`config.mk`:
```
export PLATFORM = sky130hd
export DESIGN_NAME = adder_arbiter
export DESIGN_NICKNAME = d
export VERILOG_FILES = /design/src/rtl/adder_arbiter.sv
export SDC_FILE = /design/constraint.sdc
export NUM_CORES = 1
export LEC_CHECK = 0
export ABC_AREA = 1
export CORE_MARGIN = 8
export CORE_UTILIZATION = 38
export CTS_CLUSTER_SIZE = 24
export DETAILED_ROUTE_END_ITERATION = 12
export GPL_ROUTABILITY_DRIVEN = 0
export HOLD_SLACK_MARGIN = 0.1
export MAX_ROUTING_LAYER = met4
export PLACE_DENSITY = 0.88
export SYNTH_ARGS = -nofsm -noshare
export SYNTH_HDL_FRONTEND = slang
export SYNTH_SLANG_ARGS = --single-unit
export TNS_END_PERCENT = 100
```
`constraint.sdc`:
```
create_clock -name clk -period 4.51 [get_ports clk]
set_clock_uncertainty 0.1 [all_clocks]
set_input_delay 1.1275 -clock clk [delete_from_list [all_inputs] [get_ports clk]]
set_output_delay 1.1275 -clock clk [all_outputs]
set_load 0.02 [all_outputs]
```
`src/rtl/adder_arbiter.sv`:
```
// Round-robin arbiter sharing a single adder among NREQ requesters.
// One registered result slot with valid/ready handshake and one-cycle latency.
module adder_arbiter #(
  parameter int NREQ  = 4,
  parameter int WIDTH = 32
) (
  input  logic                      clk,
  input  logic                      rst_n,
  input  logic [NREQ-1:0]           req,
  input  logic [NREQ*WIDTH-1:0]     valor1_bus,
  input  logic [NREQ*WIDTH-1:0]     valor2_bus,
  output logic [NREQ-1:0]           gnt,
  output logic                      res_valid,
  input  logic                      res_ready,
  output logic [$clog2(NREQ)-1:0]   res_id,
  output logic [WIDTH-1:0]          soma,
  output logic                      busy
);

  localparam int IDX_W = $clog2(NREQ);

  typedef enum logic {
    EMPTY = 1'b0,
    FULL  = 1'b1
  } state_t;

  state_t             state_reg, state_next;
  logic [WIDTH-1:0]   soma_reg, soma_next;
  logic [IDX_W-1:0]   res_id_reg, res_id_next;
  logic [IDX_W-1:0]   last_reg, last_next;

  logic [WIDTH-1:0]   op1 [NREQ];
  logic [WIDTH-1:0]   op2 [NREQ];
  logic [IDX_W-1:0]   cand [NREQ];

  logic [IDX_W-1:0]   winner;
  logic               found;
  logic               accept_open;
  logic               accept;
  logic [WIDTH-1:0]   op_a;
  logic [WIDTH-1:0]   op_b;
  logic [WIDTH-1:0]   sum;

  // cand[k] is the k-th index visited by the round-robin search,
  // starting just after the last winner and wrapping naturally in IDX_W bits.
  genvar gi;
  generate
    for (gi = 0; gi < NREQ; gi++) begin : g_req
      assign op1[gi]  = valor1_bus[WIDTH*gi +: WIDTH];
      assign op2[gi]  = valor2_bus[WIDTH*gi +: WIDTH];
      assign cand[gi] = last_reg + IDX_W'(gi + 1);
    end
  endgenerate

  always_comb begin
    winner = '0;
    found  = 1'b0;
    for (int k = 0; k < NREQ; k++) begin
      if (!found && req[cand[k]]) begin
        winner = cand[k];
        found  = 1'b1;
      end
    end
  end

  // The slot is reusable in the same cycle the consumer drains it, so a
  // continuous stream sees no bubble. rst_n gates gnt while reset is held.
  assign accept_open = (state_reg == EMPTY) || res_ready;
  assign accept      = accept_open && found && rst_n;

  // Single shared adder behind the operand mux; carry out is dropped.
  assign op_a = op1[winner];
  assign op_b = op2[winner];
  assign sum  = op_a + op_b;

  always_comb begin
    gnt = '0;
    if (accept) begin
      gnt[winner] = 1'b1;
    end
  end

  always_comb begin
    state_next  = state_reg;
    soma_next   = soma_reg;
    res_id_next = res_id_reg;
    last_next   = last_reg;
    if (accept) begin
      state_next  = FULL;
      soma_next   = sum;
      res_id_next = winner;
      last_next   = winner;
    end else if (state_reg == FULL && res_ready) begin
      state_next  = EMPTY;
    end
  end

  // last resets to NREQ-1 so requester 0 is searched first after reset.
  always_ff @(posedge clk or negedge rst_n) begin
    if (!rst_n) begin
      state_reg  <= EMPTY;
      soma_reg   <= '0;
      res_id_reg <= '0;
      last_reg   <= IDX_W'(NREQ - 1);
    end else begin
      state_reg  <= state_next;
      soma_reg   <= soma_next;
      res_id_reg <= res_id_next;
      last_reg   <= last_next;
    end
  end

  assign res_valid = (state_reg == FULL);
  assign busy      = res_valid;
  assign soma      = soma_reg;
  assign res_id    = res_id_reg;

endmodule

```
==> flow_metrics.env <==
export IMPL_seq_area_frac_synth_pct=19.4
export IMPL_crit_required_ns=4.58
export IMPL_hold_path_class="reg -> reg"
export IMPL_route_detailed_drc=0
export IMPL_ant_nets=0
export IMPL_status="complete, but fails checks"
export IMPL_clockRootBuffer="clkbuf_16"
export IMPL_h_tree_depth=2
export IMPL_fmaxAchievable_mhz=213
export IMPL_fp_dieH_um=128
export IMPL_cts_tree="yes"
export IMPL_finalNonFillerCells=1357
export IMPL_max_slew_margin_pct=67.2
export IMPL_track_usage_pct=32.5
export IMPL_final_core_util_pct=80.1
export IMPL_met3_usage_pct=7.32
export IMPL_cts_clk_slew_worst_paths_ns=0.06
export IMPL_critPathMaxFanout=8
export IMPL_synth_top_flop_cell="dfrtp_1"
export IMPL_syn_nets=1049
export IMPL_mostFrequentLayoutCells="clkdlybuf4s50_1 (293), nand2_1 (156), buf_4 (130)"
export IMPL_min_to="soma[27]"
export IMPL_core_area_um2=12500
export IMPL_syn_inst=754
export IMPL_grt_pass1_wl_um=41000
export IMPL_synthArstFlopShare_pct=100
export IMPL_clock_sinks=37
export IMPL_drive_above_1_share_pct=26.6
export IMPL_io_pins=303
export IMPL_multi_input_area_um2=4170
export IMPL_slowest_delay_ns=0.36
export IMPL_viasPerCell=6.22
export IMPL_synthTopCellsByArea="dfrtp_1 (18%), o22ai_1 (16%), nand2_1 (14%)"
export IMPL_synth_cell_types=42
export IMPL_end_kind="flip-flop"
export IMPL_design_area_um2=9980
export IMPL_worstSetupPathType="in -> reg"
export IMPL_ff2ff_setup_slack_ns=0.13
export IMPL_synth_warnings=0
export IMPL_ff_latch_area_um2=928
export IMPL_use_met2_pct=57.3
export IMPL_nFillCells=728
export IMPL_insertion_delay_ns=0.28
export IMPL_worstPathArrival_ns=4.77
export IMPL_placed_area_um2=8690
export IMPL_cap_violations=0
export IMPL_r2r_start="last_reg[0]"
export IMPL_slew_violations=0
export IMPL_setup_viol=18
export IMPL_post_dp_hpwl_um=21200
export IMPL_syn_area_per_cell_um2=6.34
export IMPL_final_common_cell="clkdlybuf4s50_1"
export IMPL_grt_max_degree=38
export IMPL_syn_area_um2=4780
export IMPL_start_kind="input port"
export IMPL_dieArea_um2=16400
export IMPL_fp_dieW_um=128
export IMPL_gr_usage_met1_pct=34.5
export IMPL_antenna_found_initial=1
export IMPL_largest_reg_flops=32
export IMPL_grt_ovfl_total=0
export IMPL_fin_nets=1478
export IMPL_slowest_stage="fa_2"
export IMPL_cts_hold_fix_buffers=0
export IMPL_dp_cells=1313
export IMPL_hold_viol=0
export IMPL_busiest_layer="met2"
export IMPL_fin_crit_ns=4.70
export IMPL_min_from="soma[27]"
export IMPL_area_delta_synth_final_pct=109
export IMPL_wl_um=32400
export IMPL_synth_top_cell_area_share_pct=18.3
export IMPL_start_util_pct=38.4
export IMPL_cts_buffers=5
export IMPL_synth_seq_cells=37
export IMPL_drt_pre_antenna_iters=7
export IMPL_worst_pin_slew_ns=0.492
export IMPL_drtIter0Drc=1057
export IMPL_grt_pass1_vias=7929
export IMPL_cts_path_max_buffers=2
export IMPL_reg2reg_depth=24
export IMPL_routedWlPerCell_um=23.9
export IMPL_setup_slack_ns=-0.188
export IMPL_violations="setup timing"
export IMPL_synth_area_leader_cell="dfrtp_1"
export IMPL_cp_cell_sequence="dlygate4sd2_1, nand2_1, nand3_1, nand2_4, nand4_1, nand3_4, buf_12, nand2_8, buf_4, o22ai_1, nor2_1, buf_4, fa_2, nand3_1, nand2_1, nand2_1, nand2_1, buf_4, a21oi_2, inv_1, nand3_1, nand3_1, nand3_1, nand2_1"
export IMPL_rows=41
export IMPL_io_buffers=302
export IMPL_rr_endpoint="soma[30]"
export IMPL_synth_edf_count=0
export IMPL_post_route_period_util_pct=104
export IMPL_vias=8439
export IMPL_hold_depth=2
## cells by family (layout without fill, tap and decap cells)
logic type	Yosys count	after routing	synth area share, %
AOI/OAI and AO/OA	232	232	28.7
and+or+nand+nor	353	355	31.5
xor gates and xnor gates	15	15	2.75
adders and majority gates	32	32	8.53
other	0	1	0
DFF	37	37	19.4
buffers and inverters	85	513	9.06
## synth_stat cells (2+ instances only)
master    instances
a21o_1            6
a21oi_1          40
a31oi_1           6
buf_2            19
buf_4             2
buf_6            10
clkbuf_1          3
dfrtp_1          35
dfstp_2           2
ha_1             31
inv_1            44
inv_2             4
inv_4             3
nand2_1         178
nand2_2           4
nand2_4           3
nand3_1          31
nand3_2           3
nand3_4           2
nand4_1           7
nor2_1          114
nor2_2            2
nor4_1            3
o21a_1            2
o21ai_0          44
o21bai_1          4
o22ai_1         124
xnor2_1          11
xor2_1            4
## critical path, delay by kind of cell
kind,cells,cell delay (ns)
AND/OR/NAND/NOR,15,1.82
AO/OA/AOI/OAI,2,0.39
adder cells (fa/ha/maj),1,0.36
buffers and inverters,6,1.04
## how the worst max path moves through the flow
stage	from	endpoint	slack (ns)	cells past startpoint
floorplan	req[3]	soma[20]	0.33	27
global placement	req[2]	soma[26]	-0.50	26
detailed placement	req[2]	soma[12]	-0.61	24
CTS	req[3]	soma[26]	-0.005	28
global route	req[0]	soma[30]	-0.36	26
finish	req[0]	soma[30]	-0.19	24
## layer usage
layer | wire length, um | vias up | share of wire, %
met5 | 0 | - | 0
met1 | 11000 | 3864 | 34
met2 | 15300 | 772 | 47
met4 | 2640 | 0 | 8.2
met3 | 3530 | 268 | 11
li1 | - | 3535 | -
## through the flow
step / hold WS (ns) / setup TNS [ns] / setup WS, ns
floorplan: 0.442 / 0 / 0.326
global placement: 0.366 / -8.18 / -0.499
detailed placement: 0.366 / -11.14 / -0.615
CTS: 0.381 / -0.00723 / -0.00505
global route: 0.392 / -5.19 / -0.356
finish: 0.384 / -1.78 / -0.188
## cell type report
class / count / share of cell area (%)
Antenna cell: 1 / 0.0251
Clock buffer: 6 / 1.39
Clock inverter: 2 / 0.376
Inverter: 51 / 2.17
Multi-Input combinational cell: 634 / 41.8
Sequential cell: 37 / 9.30
Tap cell: 172 / 2.16
Timing Repair Buffer: 451 / 42.6
Timing Repair inverter: 3 / 0.201
## what timing repair did
action / CTS / global route
setup endpoints to repair: 23 / 27
gates cloned: 4 / 1
endpoints found under the hold margin: 0 / 0
pin swaps: 29 / 69
buffers inserted: 13 / 17
gates resized for setup: 57 / 149
Power is not shown: default switching activity piles up to over one toggle a cycle in this logic, so the estimate is an artifact.
